$ cat config.mk
export PLATFORM = sky130hd
export DESIGN_NAME = puf_challenge_sequencer_flat
export DESIGN_NICKNAME = d
export VERILOG_FILES = /design/src/rtl/puf_challenge_sequencer_if.sv /design/src/rtl/puf_challenge_sequencer.sv /design/src/flat_wrapper.sv
export SDC_FILE = /design/constraint.sdc
export NUM_CORES = 1
export LEC_CHECK = 0
export ABC_AREA = 1
export BUFFER_PORTS_ARGS = -buffer_cell sky130_fd_sc_hd__buf_4
export CAP_MARGIN = 25
export CORE_ASPECT_RATIO = 1.2
export CORE_MARGIN = 4
export CORE_UTILIZATION = 32
export CTS_BUF_LIST = sky130_fd_sc_hd__clkbuf_4 sky130_fd_sc_hd__clkbuf_8
export CTS_CLUSTER_SIZE = 14
export DETAILED_ROUTE_END_ITERATION = 10
export PLACE_DENSITY = 0.57
export SYNTH_ARGS = -nofsm -noshare
export SYNTH_HDL_FRONTEND = slang
export SYNTH_SLANG_ARGS = --single-unit
$ cat constraint.sdc
create_clock -name clk -period 3.08 [get_ports clk]
set_clock_uncertainty 0.05 [all_clocks]
set_input_delay 0.154 -clock clk [delete_from_list [all_inputs] [get_ports clk]]
set_output_delay 0.154 -clock clk [all_outputs]
set_load 0.05 [all_outputs]
$ cat src/rtl/puf_challenge_sequencer_if.sv
// Host-side start/challenge handshake and measurement result bundle
// for the ring-oscillator PUF challenge sequencer.
interface puf_challenge_sequencer_if #(
    parameter int SEL_W = 3,
    parameter int CNT_W = 8,
    parameter int NBITS = 8
);
    logic             start;
    logic [SEL_W-1:0] challenge;
    logic             busy;
    logic             resp_valid;
    logic [NBITS-1:0] response;
    logic             tie;
    logic [CNT_W-1:0] cnt_a_last;
    logic [CNT_W-1:0] cnt_b_last;

    modport master (
        output start, challenge,
        input  busy, resp_valid, response, tie, cnt_a_last, cnt_b_last
    );

    modport slave (
        input  start, challenge,
        output busy, resp_valid, response, tie, cnt_a_last, cnt_b_last
    );
endinterface

$ cat src/rtl/puf_challenge_sequencer.sv
// Sequences NBITS timed ring-oscillator race measurements per start and
// shifts each A-vs-B comparison into the response register.
module puf_challenge_sequencer #(
    parameter int SEL_W  = 3,
    parameter int CNT_W  = 8,
    parameter int SETTLE = 4,
    parameter int WINDOW = 64,
    parameter int NBITS  = 8
) (
    input  logic                      clk,
    input  logic                      rst_n,
    puf_challenge_sequencer_if.slave  host,
    input  logic                      ro_a,
    input  logic                      ro_b,
    output logic                      ro_en,
    output logic [SEL_W-1:0]          sel
);
    localparam int IDX_W   = (NBITS > 1) ? $clog2(NBITS) : 1;
    localparam int TMR_MAX = (SETTLE > WINDOW) ? SETTLE : WINDOW;
    localparam int TMR_W   = $clog2(TMR_MAX + 1);

    typedef enum logic [2:0] {
        S_IDLE,
        S_SETTLE,
        S_MEASURE,
        S_COMPARE,
        S_DONE
    } state_t;

    state_t           state;
    logic [SEL_W-1:0] base;
    logic [IDX_W-1:0] idx;
    logic [TMR_W-1:0] tmr;
    logic [CNT_W-1:0] cnt_a;
    logic [CNT_W-1:0] cnt_b;
    logic [2:0]       sync_a;
    logic [2:0]       sync_b;
    logic             edge_a;
    logic             edge_b;

    logic             busy_r;
    logic             resp_valid_r;
    logic [NBITS-1:0] response_r;
    logic             tie_r;
    logic [CNT_W-1:0] cnt_a_last_r;
    logic [CNT_W-1:0] cnt_b_last_r;

    // Inputs are masked by the registered enable so that activity while the
    // banks are disabled can never reach the counters, even through the
    // synchronizer latency at the start of a window.
    always_ff @(posedge clk or posedge rst_n) begin
        if (rst_n) begin
            sync_a <= '0;
            sync_b <= '0;
        end else begin
            sync_a <= {sync_a[1:0], ro_a & ro_en};
            sync_b <= {sync_b[1:0], ro_b & ro_en};
        end
    end

    assign edge_a = sync_a[1] & ~sync_a[2];
    assign edge_b = sync_b[1] & ~sync_b[2];

    always_ff @(posedge clk or posedge rst_n) begin
        if (rst_n) begin
            state        <= S_IDLE;
            base         <= '0;
            idx          <= '0;
            tmr          <= '0;
            cnt_a        <= '0;
            cnt_b        <= '0;
            ro_en        <= 1'b0;
            sel          <= '0;
            busy_r       <= 1'b0;
            resp_valid_r <= 1'b0;
            response_r   <= '0;
            tie_r        <= 1'b0;
            cnt_a_last_r <= '0;
            cnt_b_last_r <= '0;
        end else begin
            resp_valid_r <= 1'b0;
            unique case (state)
                S_IDLE: begin
                    if (host.start) begin
                        base       <= host.challenge;
                        sel        <= host.challenge;
                        idx        <= '0;
                        tmr        <= '0;
                        response_r <= '0;
                        tie_r      <= 1'b0;
                        cnt_a      <= '0;
                        cnt_b      <= '0;
                        busy_r     <= 1'b1;
                        state      <= S_SETTLE;
                    end
                end
                S_SETTLE: begin
                    if (tmr == TMR_W'(SETTLE - 1)) begin
                        tmr   <= '0;
                        ro_en <= 1'b1;
                        state <= S_MEASURE;
                    end else begin
                        tmr <= tmr + 1'b1;
                    end
                end
                S_MEASURE: begin
                    if (edge_a && (cnt_a != '1)) begin
                        cnt_a <= cnt_a + 1'b1;
                    end
                    if (edge_b && (cnt_b != '1)) begin
                        cnt_b <= cnt_b + 1'b1;
                    end
                    if (tmr == TMR_W'(WINDOW - 1)) begin
                        tmr   <= '0;
                        ro_en <= 1'b0;
                        state <= S_COMPARE;
                    end else begin
                        tmr <= tmr + 1'b1;
                    end
                end
                S_COMPARE: begin
                    response_r[idx] <= (cnt_a > cnt_b);
                    if (cnt_a == cnt_b) begin
                        tie_r <= 1'b1;
                    end
                    cnt_a_last_r <= cnt_a;
                    cnt_b_last_r <= cnt_b;
                    cnt_a        <= '0;
                    cnt_b        <= '0;
                    if (idx == IDX_W'(NBITS - 1)) begin
                        resp_valid_r <= 1'b1;
                        state        <= S_DONE;
                    end else begin
                        idx   <= idx + 1'b1;
                        sel   <= base + SEL_W'(idx) + SEL_W'(1);
                        state <= S_SETTLE;
                    end
                end
                S_DONE: begin
                    busy_r <= 1'b0;
                    state  <= S_IDLE;
                end
                default: begin
                    state <= S_IDLE;
                end
            endcase
        end
    end

    assign host.busy       = busy_r;
    assign host.resp_valid = resp_valid_r;
    assign host.response   = response_r;
    assign host.tie        = tie_r;
    assign host.cnt_a_last = cnt_a_last_r;
    assign host.cnt_b_last = cnt_b_last_r;
endmodule

$ cat src/flat_wrapper.sv
// flat-port wrapper written by rule: the top's interface ports become plain ports
module puf_challenge_sequencer_flat 
#(
    parameter int SEL_W  = 3,
    parameter int CNT_W  = 8,
    parameter int SETTLE = 4,
    parameter int WINDOW = 64,
    parameter int NBITS  = 8
)
  (clk, rst_n, ro_a, ro_b, ro_en, sel, host_start, host_challenge, host_busy, host_resp_valid, host_response, host_tie, host_cnt_a_last, host_cnt_b_last);
  puf_challenge_sequencer_if #(.SEL_W(SEL_W), .CNT_W(CNT_W), .NBITS(NBITS)) host_i ();
  input  logic clk;
  input  logic rst_n;
  input  logic ro_a;
  input  logic ro_b;
  output logic ro_en;
  output logic [SEL_W-1:0] sel;
  input wire logic [$bits(host_i.start)-1:0] host_start;
  input wire logic [$bits(host_i.challenge)-1:0] host_challenge;
  output wire logic [$bits(host_i.busy)-1:0] host_busy;
  output wire logic [$bits(host_i.resp_valid)-1:0] host_resp_valid;
  output wire logic [$bits(host_i.response)-1:0] host_response;
  output wire logic [$bits(host_i.tie)-1:0] host_tie;
  output wire logic [$bits(host_i.cnt_a_last)-1:0] host_cnt_a_last;
  output wire logic [$bits(host_i.cnt_b_last)-1:0] host_cnt_b_last;
  assign host_i.start = host_start;
  assign host_i.challenge = host_challenge;
  assign host_busy = host_i.busy;
  assign host_resp_valid = host_i.resp_valid;
  assign host_response = host_i.response;
  assign host_tie = host_i.tie;
  assign host_cnt_a_last = host_i.cnt_a_last;
  assign host_cnt_b_last = host_i.cnt_b_last;
  puf_challenge_sequencer #(.SEL_W(SEL_W), .CNT_W(CNT_W), .SETTLE(SETTLE), .WINDOW(WINDOW), .NBITS(NBITS)) u_core (.clk(clk), .rst_n(rst_n), .host(host_i), .ro_a(ro_a), .ro_b(ro_b), .ro_en(ro_en), .sel(sel));
endmodule
=== Word-level counts from Yosys, hierarchy flattened ===
Index checks and enable logic that the tools add are counted.

* $lt $le $gt $ge: 3
* Muxes and demuxes: 34
* Reduce and logical (&&, ||, !) cells: 19
* Add/subtract/negate cells: 6
* Bitwise gates (word level): 6
* Equal/unequal tests: 17

{| class="wikitable"
|+ Operators by type and width
! kind !! count
|-
| 8-bit case mux with 3 select lines || 2
|-
| 3-bit 2-to-1 mux || 8
|-
| 8-bit 2-to-1 mux || 3
|-
| 7-bit 2-to-1 mux || 3
|-
| 7-bit case mux with 3 select lines || 1
|-
| 3-bit AND reduction || 6
|-
| 8-bit by 1-bit adder with 8-bit output, second input constant || 2
|-
| 8-bit != test, second input constant || 2
|-
| 8-bit case mux with 2 select lines || 1
|-
| 3-bit case mux with 2 select lines || 2
|-
| 3-bit case mux with 4 select lines || 1
|-
| 2-bit by 1-bit != test with 1-bit output, second input constant || 5
|-
| 8-bit bitwise mux || 1
|-
| 8-bit equality test || 1
|-
| 8-bit > comparator || 1
|-
| 1-bit 2-to-1 mux || 8
|-
| 2-bit AND reduction || 4
|-
| 7-bit by 1-bit adder with 7-bit output, second input constant || 1
|-
| 7-bit by 2-bit equality test with 1-bit output, second input constant || 1
|-
| 7-bit by 6-bit equality test with 1-bit output, second input constant || 1
|-
| 3-bit by 1-bit adder with 3-bit output, second input constant || 2
|-
| 3-bit by 2-bit equality test with 1-bit output, second input constant || 2
|-
| 3-bit equality test, second input constant || 2
|-
| 1-bit case mux with 2 select lines || 3
|-
| 12 further kinds || 22
|}

* Output and inout bits: 31
* Register bits: 69
* Input port bits: 8
* Logic and storage cells: 101

=== Depth between registers and ports, before layout ===
Gate-level depths: netlist of run 1.

* Depth after elaboration: 6
* Gate-level depth with buffers: 11
* Mapped depth without buffers: 11

=== Least setup slack after synthesis of run 1 ===
Ideal clock, no wire load.

* Path kind: register -> register
* Start point: register u_core.idx[0]
* End point: register u_core.sel[1]
* Library setup time: 123 ps
* Period minus slack after synthesis: 1514 ps
* Required time: 2907 ps
* Stages on the path, launching flop included: 7
* Arrival: 1341 ps
* Path buffers: 0
* Slack: 1566 ps
* Path through: dfrtp_1 > inv_1 > ha_1 > inv_1 > fa_1 > o21ai_0 > o21ai_1

* Longest elaborated chain between the ends: 4
* Elaborated cells between the ends (all ways): 7
* Those cells by class: add/sub (2); eq/ne (2); mux (2); reduce/logical (1)

{| class="wikitable"
|+ Ends and longest elaborated chain
! what !! RTL line !! RTL
|-
| start: declaration || puf_challenge_sequencer.sv:32 || <nowiki>logic [IDX_W-1:0] idx;</nowiki>
|-
| start signal: assignment || puf_challenge_sequencer.sv:134 || <nowiki>idx <= idx + 1'b1;</nowiki>
|-
| 3-bit adder || puf_challenge_sequencer.sv:135 || <nowiki>sel <= base + SEL_W'(idx) + SEL_W'(1);</nowiki>
|-
| 3-bit by 1-bit adder with 3-bit output || puf_challenge_sequencer.sv:135 ||
|-
| 3-bit 2-to-1 mux || puf_challenge_sequencer.sv:130 || <nowiki>if (idx == IDX_W'(NBITS - 1)) begin</nowiki>
|-
| 3-bit case mux with 2 select lines || puf_challenge_sequencer.sv:82 || <nowiki>unique case (state)</nowiki>
|-
| end signal: assignment || puf_challenge_sequencer.sv:86 || <nowiki>sel <= host.challenge;</nowiki>
|-
| end signal: assignment || puf_challenge_sequencer.sv:135 ||
|-
| end: declaration || puf_challenge_sequencer.sv:16 || <nowiki>output logic [SEL_W-1:0] sel</nowiki>
|}

Several ways; a longest one is shown, not always the timed one. The select of a mux whose other input is x is not followed.
A chain may end at the register's enable or synchronous reset.

=== Worst setup path after layout of run 1 ===
* Start point: register u_core.state[0]
* End point: register u_core.cnt_a[5]

* Longest elaborated chain between the ends: 3
* Elaborated cells between the ends (all ways): 8
* Those cells by class: eq/ne (4); mux (1); reduce/logical (3)

{| class="wikitable"
|+ Ends and longest elaborated chain
! what !! RTL line !! RTL
|-
| start: declaration || puf_challenge_sequencer.sv:30 || <nowiki>state_t state;</nowiki>
|-
| start signal: assignment || puf_challenge_sequencer.sv:66 || <nowiki>state <= S_IDLE;</nowiki>
|-
| start signal: assignment || puf_challenge_sequencer.sv:94 || <nowiki>state <= S_SETTLE;</nowiki>
|-
| start signal: assignment || puf_challenge_sequencer.sv:101 || <nowiki>state <= S_MEASURE;</nowiki>
|-
| 3-bit by 2-bit equality test with 1-bit output / 3-bit logical NOT (equally long branches) || puf_challenge_sequencer.sv:82 ||
|-
| 2-bit by 1-bit != test with 1-bit output (no line), or another cell as far along || - ||
|-
| 3-bit AND reduction (no line) || - ||
|-
| end signal: assignment || puf_challenge_sequencer.sv:108 || <nowiki>cnt_a <= cnt_a + 1'b1;</nowiki>
|-
| end: declaration || puf_challenge_sequencer.sv:34 || <nowiki>logic [CNT_W-1:0] cnt_a;</nowiki>
|}

Several ways; a longest one is shown, not always the timed one.

==> run_results.csv, run 1 <==
group,metric,value,unit
clocking,cts_made_buffers,9,
die,start_util,32.61,%
global_route,grt_start_max_net_pins,36,
pwr,seqPwrFrac,46.7,%
critical_path,crit_slowest_cell,"dfrtp_1",
critical_path,startpoint,"u_core.state[0]",
sta,hold_viol,0,
cells_and_area,fin_area,0.004248,sq mm
critical_path,crit_chain,"nor2_2 > nand2_2 > inv_2 > nand2_1 > nand2_2 > inv_1 > nand2_1 > nand2_1",
die,dieArea,0.01301,sq mm
sta,rsz0062_at_grt,"no",
clocking,clkSlewWorstSetupHoldPaths,80,ps
clocking,post_cts_buffers,0,
cells_and_area,fin_util,38.49,%
logic_synthesis,synth-edff-count,0,
logic_synthesis,synth_fp_nets,481,
sta,worstMarginPinSlew,744.8,ps
sta,relSlewSlack,50.28,%
global_route,overflow,0,
placed_design,dpl.cell_count,621,
pwr,power.leakage,2.142,nW
sta,period_share,59.61,%
critical_path,path_buf_inv,2,
cells_and_area,finalNetCount,527,
cells_and_area,area_growth,18.05,%
pwr,combPwrFrac,19.0,%
pwr,swShare,31.41,%
detailed_routing,viasPerCell,4.777,
detailed_routing,drtIter0Drc,147,
cells_and_area,fillers,1148,
die,design.portCount,39,
pwr,clockPowerShare,34.3,%
logic_synthesis,synth_ff_type,"dfrtp_1",
detailed_routing,drcViolationCount,0,
clocking,cts_tree,"done",
critical_path,critical_path_peak_fanout,21,
logic_synthesis,synth_area_per_cell,7.857,sq um
run_status,outcome,"finished, final reports clean",
critical_path,max_stage_delay,460,ps
cells_and_area,layout_commonest_cell,"nand2_1",
placed_design,place.gp.congestion,0.8286,
logic_synthesis,synth_seq_cells,69,
flow_run,max-cap-violations,0,
die,rows,42,
pwr,vdd_ir_drop_max,0.1850,mV
detailed_routing,num_vias,3062,
critical_path,end_kind,"register",
logic_synthesis,synth_warnings,0,
pwr,p_sw,0.0006952,W
critical_path,cp.arrival,2030,ps
critical_path,worstSetupPathType,"reg -> reg",
clocking,clockBufferDepth,2,
logic_synthesis,synthesis.area,0.003598,sq mm
detailed_routing,drt-pass1-iter-count,4,
pwr,p_int,0.001518,W
hold_path,min-delay-start,"host_challenge[1]",
clocking,post_cts_resized,0,
sta,slew_viol_final,0,
placed_design,numPortBuffers,38,
cells_and_area,n_antenna_cell,0,
logic_synthesis,seq_area_frac_synth,47.98,%
sta,fmax,0.5447,GHz
global_route,track_usage,13.20,%
clocking,cts-root-buf,"clkbuf_8",
clocking,clk_latency,360,ps
logic_synthesis,synth.distinct_cells,28,
detailed_routing,antenna_left,0,
placed_design,post_dp_cell_area,0.004008,sq mm
global_route,antenna_found_initial,0,
clocking,htreeDepth,3,
die,die_h,124.2,microns
global_route,grt_pass1_vias,2957,
cells_and_area,final_cell_mix,"nand2_1, dfrtp_1, nor2_1, inv_1, buf_4",
sta,setup_viol,0,
die,core_area,0.01104,sq mm
sta,tns,0,ps
critical_path,cp_top_family,"simple AND/OR/NAND/NOR gates",
sta,fin_crit,1836,ps
clocking,cts.sinks,69,
critical_path,crit_top_cell,"nand2_1",
logic_synthesis,async_flop_share,100.0,%
die,die_x,104.8,microns
detailed_routing,routed_wirelength,7.916,mm
global_route,grt_pass1_wl,13.80,mm
clocking,postCtsHoldBufs,4,
cells_and_area,drive_above_1_share,17.09,%
logic_synthesis,synthCells,458,
critical_path,crit_required,3270,ps
detailed_routing,avgRoutedWirePerCell,12.35,microns
critical_path,r2r-start,"u_core.state[0]",
placed_design,dpl.hpwl,5.868,mm
hold_path,hold_class,"in -> reg",
pwr,power.density,521.1,mW/mm^2
sta,whs,35.07,ps
cells_and_area,stdcell_count,641,
critical_path,startpoint_type,"register",
[routing by layer]
layer  wire length, microns  GRT usage (%)  share of wire (%)
met1                   3581          15.77                 45
met2                   3950          22.43                 50
met4                    153          7.383                1.9
met3                    230          2.592                2.9
met5                      0              0                  0
[power groups by stage]
stage | sequential, W | clock (W) | combinational (W)
6_report | 0.00103 | 0.000759 | 0.000421
5_1_grt | 0.00104 | 0.000818 | 0.000491
4_1_cts | 0.00103 | 0.000776 | 0.000429
3_5_place_dp | 0.00105 | 0 | 0.000423
3_3_place_gp | 0.00105 | 0 | 0.000414
2_1_floorplan | 0.00103 | 0 | 0.000332
[synth_stat cells (3+ instances only)]
| master | instances | area [sq um] |
|---|---|---|
| buf_6 | 4 | 45.04 |
| nand2_2 | 6 | 37.54 |
| nor2_1 | 46 | 172.7 |
| inv_2 | 7 | 26.28 |
| a21oi_1 | 11 | 55.05 |
| dfrtp_1 | 69 | 1727 |
| ha_1 | 14 | 175.2 |
| nand2_1 | 155 | 581.8 |
| o211ai_1 | 9 | 67.56 |
| clkbuf_1 | 3 | 11.26 |
| o21ai_1 | 3 | 15.01 |
| inv_1 | 46 | 172.7 |
| nand4_1 | 3 | 18.77 |
| nor2_2 | 3 | 18.77 |
| o21ai_2 | 10 | 87.58 |
| nand3_1 | 27 | 135.1 |
| o21ai_0 | 29 | 145.1 |
[stage by stage]
| stage | total power (W) | setup WS (ps) |
|---|---|---|
| global placement | 0.001464 | 1265 |
| global route | 0.002353 | 1006 |
| detailed placement | 0.001474 | 1228 |
| finish | 0.002213 | 1244 |
| floorplan | 0.001358 | 1136 |
| CTS | 0.002239 | 1216 |
[registers in the layout, indices dropped and copies added, names as in the netlist]
| register | cells |
|---|---|
| u_core.cnt_a | 8 |
| u_core.cnt_b | 8 |
| u_core.host.cnt_a_last | 8 |
| u_core.host.cnt_b_last | 8 |
| u_core.host.response | 8 |
| u_core.tmr | 7 |
| u_core.base | 3 |
| u_core.idx | 3 |
| u_core.sel | 3 |
| u_core.state | 3 |
| u_core.sync_a | 3 |
| u_core.sync_b | 3 |
| u_core.host.busy | 1 |
| u_core.host.resp_valid | 1 |
| u_core.host.tie | 1 |
| u_core.ro_en | 1 |
[final timing paths]
kind | slack [ps] | cells after the start | endpoint
worst max-delay path | 1240 | 8 | u_core.cnt_a[5]
worst min-delay path | 40 | 3 | u_core.base[1]
worst max register to register | 1240 | 8 | u_core.cnt_a[5]
worst min register to register | 300 | 0 | u_core.sync_b[1]
max in group asynchronous | 1890 | 4 | u_core.tmr[4]
min in group asynchronous | 430 | 3 | u_core.base[0]
[cell families after synthesis]
kind of cell / after synthesis / synth area share, %
and+or+nand+nor: 247 / 28.13
DFF: 69 / 47.98
AOI/OAI and AO/OA: 65 / 11.02
buffers and inverters: 62 / 7.441
adders and majority gates: 15 / 5.424
[tightest hold or removal path: cells and delay by family]
family / cells / cell delay [ps]
AOI/OAI and AO/OA: 1 / 80
buffers and inverters: 2 / 170
[final cells by class]
class | count | area (sq um) | share of cell area, %
clock inverter | 4 | 47.55 | 1.119
tap | 132 | 165.2 | 3.888
clock buffer | 12 | 152.6 | 3.594
timing repair buffer | 44 | 352.8 | 8.306
inverter | 53 | 198.9 | 4.683
multi-input combinational | 327 | 1604 | 37.76
sequential | 69 | 1727 | 40.65
No activity file was read; power rests on OpenSTA's default activity.
==> run 2, diff against run 1 <==
Settings changed: ABC_AREA 1 to 0, PLACE_DENSITY 0.57 to 0.59.
Clock period 3.08 ns to 1.55 ns, I/O delays scaled along.
==> run 2 against run 1 <==
First-iteration DRC count decreased by 28%. Register-to-register slack lost 1500 ps. Wire length up 23%. Synthesized area decreased by 6.1%. Critical path type unchanged. Largest cell class is now multi-input gates. Clock power increased by 130%. Count of clock-buffer cells in the layout is 1 lower. Largest power group is now combinational logic. Critical path depth is 2 lower. Power increased to 4.1 times the previous value. The run now ends with negative setup slack left.
==> run_results.csv, run 2 <==
group,metric,value,unit
cells_and_area,area_growth,65.68,%
die,rows,40,
sta,period_share,113.8,%
sta,fin_crit,1764,ps
global_route,grt_pass1_vias,3357,
logic_synthesis,synthMuxAreaShare,1.222,%
critical_path,max_stage_delay,420,ps
die,die_x,101.8,microns
detailed_routing,antenna_left,0,
global_route,grt_start_max_net_pins,33,
detailed_routing,drtIter0Drc,106,
global_route,grt_pass1_wl,15.44,mm
hold_path,min_to,"u_core.host.busy",
logic_synthesis,synthAdderAreaFrac,5.776,%
global_route,grt_busiest_layer,"met2",
critical_path,r2r-end,"u_core.tmr[3]",
placed_design,dp_worst_setup_slack,-286.9,ps
clocking,cts.sinks,69,
clocking,clockBufferDepth,2,
cells_and_area,finalNetCount,531,
logic_synthesis,synth_top_area_share,51.09,%
detailed_routing,drcViolationCount,0,
placed_design,numPortBuffers,38,
placed_design,place.gp.congestion,0.8243,
detailed_routing,viasPerCell,5.169,
pwr,vdd_ir_drop_max,1.205,mV
detailed_routing,avgRoutedWirePerCell,15.21,microns
cells_and_area,stdcell_count,639,
critical_path,crit_chain,"ha_4 > or2b_4 > nor2_4 > o32a_4 > or3_1 > o211ai_1",
hold_path,min-delay-start,"host_start",
pwr,clockPowerShare,19.2,%
logic_synthesis,synth_fp_nets,378,
critical_path,r2r-start,"u_core.tmr[1]",
sta,slew_viol_final,0,
critical_path,cp.arrival,1980,ps
pwr,seqPwrFrac,28.2,%
detailed_routing,drt-pass1-iter-count,7,
clocking,clkSlewWorstSetupHoldPaths,80,ps
detailed_routing,routed_wirelength,9.720,mm
critical_path,critical_path_peak_fanout,8,
die,die_h,120.6,microns
critical_path,crit_required,1770,ps
die,core_area,0.01016,sq mm
logic_synthesis,yosysMostFrequentCell,"nand2_1",
sta,worstMarginPinSlew,585.6,ps
critical_path,end_kind,"register",
placed_design,dpl.hpwl,6.516,mm
logic_synthesis,async_flop_share,100.0,%
critical_path,cp_top_family,"simple AND/OR/NAND/NOR gates",
sta,rsz0062_at_grt,"yes",
logic_synthesis,synth_area_per_cell,9.520,sq um
pwr,p_int,0.005348,W
logic_synthesis,yosys-top-cells-count,"nand2_1, dfrtp_1, o21ai_0, a21oi_1, inv_1",
logic_synthesis,synth_top_cell_by_area,"dfrtp_1",
logic_synthesis,synth.distinct_cells,58,
global_route,track_usage,15.68,%
logic_synthesis,synth-edff-count,0,
cells_and_area,fillers,859,
die,design.portCount,39,
clocking,cts-root-buf,"clkbuf_8",
global_route,overflow,0,
critical_path,r2r.worst_path.cells,6,
cells_and_area,fin_util,55.11,%
global_route,use_met2,27.86,%
logic_synthesis,synthCells,355,
global_route,antenna_found_initial,0,
pwr,power.density,1604,mW/mm^2
logic_synthesis,synth_ff_type,"dfrtp_1",
global_route,gr-usage-met1,18.60,%
critical_path,worstSetupPathType,"reg -> reg",
sta,setup_viol,48,
logic_synthesis,synth_top_family_by_area,"simple AND/OR/NAND/NOR gates",
critical_path,r2r_setup_slack,-210,ps
clocking,cts_made_buffers,9,
clocking,cts_tree,"done",
cells_and_area,n_antenna_cell,0,
run_status,violations,"negative setup slack",
sta,whs,28.52,ps
hold_path,hold_class,"in -> reg",
sta,hold_viol,0,
clocking,clk_latency,350,ps
cells_and_area,seqCellArea,0.001734,sq mm
logic_synthesis,synth_xor_area_share,0.5183,%
cells_and_area,multi_input_area,0.002083,sq mm
logic_synthesis,seq_area_frac_synth,51.09,%
flow_run,max-cap-violations,0,
global_route,grt_use_met3,3.578,%
logic_synthesis,synth_seq_cells,69,
logic_synthesis,synth_warnings,0,
logic_synthesis,synthTopCellsByArea,"dfrtp_1, nand2_1, ha_1",
sta,tns,-4549,ps
placed_design,dpl.cell_count,597,
run_status,outcome,"finished with violations",
sta,relSlewSlack,60.88,%
critical_path,crit_slowest_cell,"dfrtp_1",
detailed_routing,num_vias,3303,
hold_path,hold_depth,3,
cells_and_area,final_cell_mix,"buf_4, dfrtp_1, nand2_1, o21ai_1, nand2_2",
sta,fin_ws,-213.7,ps
critical_path,path_buf_inv,0,
pwr,power.leakage,2.572,nW
cells_and_area,layout_commonest_cell,"buf_4",
die,dieArea,0.01228,sq mm
logic_synthesis,synth-simple-area-share,20.96,%
pwr,p_sw,0.003633,W
sta,fmax,0.5670,GHz
logic_synthesis,synth_compound_area_share,16.70,%
cells_and_area,drive_above_1_share,53.02,%
die,start_util,33.26,%
critical_path,startpoint_type,"register",
clocking,htreeDepth,3,
pwr,combPwrFrac,52.6,%
logic_synthesis,synthesis.area,0.003379,sq mm
pwr,swShare,40.45,%
[run 2: cell types whose count changed after synthesis, sizes merged, moves of 5 or more]
| cell | delta |
|---|---|
| nand3 | -14 |
| o31ai | +5 |
| inv | -36 |
| clkbuf | +7 |
| a21oi | +8 |
| o211ai | -6 |
| nand2 | -87 |
| nand2b | +5 |
| nor2 | -32 |
| o21ai | -10 |
[run 2: how the worst max path moves through the flow]
stage               startpoint                 endpoint  cells after the start
3_3_place_gp   u_core.cnt_b[1]  u_core.host.response[2]                      7
4_1_cts          u_core.tmr[6]            u_core.tmr[4]                      5
5_1_grt          u_core.tmr[6]            u_core.tmr[4]                      5
3_5_place_dp   u_core.cnt_b[7]  u_core.host.response[2]                      7
2_1_floorplan    u_core.tmr[4]            u_core.tmr[4]                      6
6_report         u_core.tmr[1]            u_core.tmr[3]                      6
[run 2: area by class of cell]
type / instances / share of cell area, %
Timing Repair Buffer: 155 / 23.62
Clock buffer: 11 / 2.704
Multi-Input combinational cell: 256 / 37.21
Tap cell: 126 / 2.816
Inverter: 17 / 1.207
Sequential cell: 69 / 30.97
Clock inverter: 5 / 1.475
[run 2: timing repair]
item	4_1_cts	5_1_grt
buffers inserted	10	12
cloned	0	2
resized for setup	48	103
setup endpoints to repair	35	58
endpoints found under the hold margin	32	0
hold buffers	6	0
pin swaps	15	41
[run 2: logic make-up after synthesis]
logic type      count (synthesis)
simple gates                  147
compound gates                 88
flops                          69
buf+inv                        30
fa+ha+maj                      15
mux                             4
xor+xnor                        2
[run 2: per-layer routing]
| layer | part of all wire, % | up-vias | wire, microns |
|---|---|---|---|
| li1 | - | 1567 | - |
| met4 | 1.8 | 0 | 178 |
| met5 | 0 | - | 0 |
| met3 | 3.4 | 22 | 333 |
| met1 | 42 | 1653 | 4039 |
| met2 | 53 | 61 | 5169 |
[run 2: metrics by stage]
| stage | instance area, sq um | total power (W) |
|---|---|---|
| 3_5_place_dp | 4588 | 0.006138 |
| 2_1_floorplan | 3516 | 0.004709 |
| 3_3_place_gp | 4588 | 0.006074 |
| 5_1_grt | 5599 | 0.009539 |
| 4_1_cts | 5125 | 0.008237 |
| 6_report | 5599 | 0.008981 |
[run 2: worst register-to-register path, delay by kind of cell (launching register included)]
| kind | cells | cell delay, ps |
|---|---|---|
| AND/OR/NAND/NOR | 3 | 580 |
| adder cells (fa/ha/maj) | 1 | 190 |
| flip-flops | 1 | 420 |
| AO/OA/AOI/OAI | 2 | 440 |
[run 2: power by group through the flow]
stage / Combinational (W) / Clock (W) / Sequential [W]
final: 0.00473 / 0.00172 / 0.00253
after global placement: 0.00358 / 0 / 0.00249
after detailed placement: 0.00363 / 0 / 0.00251
after global routing: 0.00512 / 0.00182 / 0.00259
after CTS: 0.00400 / 0.00175 / 0.00249
after floorplan: 0.00154 / 0 / 0.00317
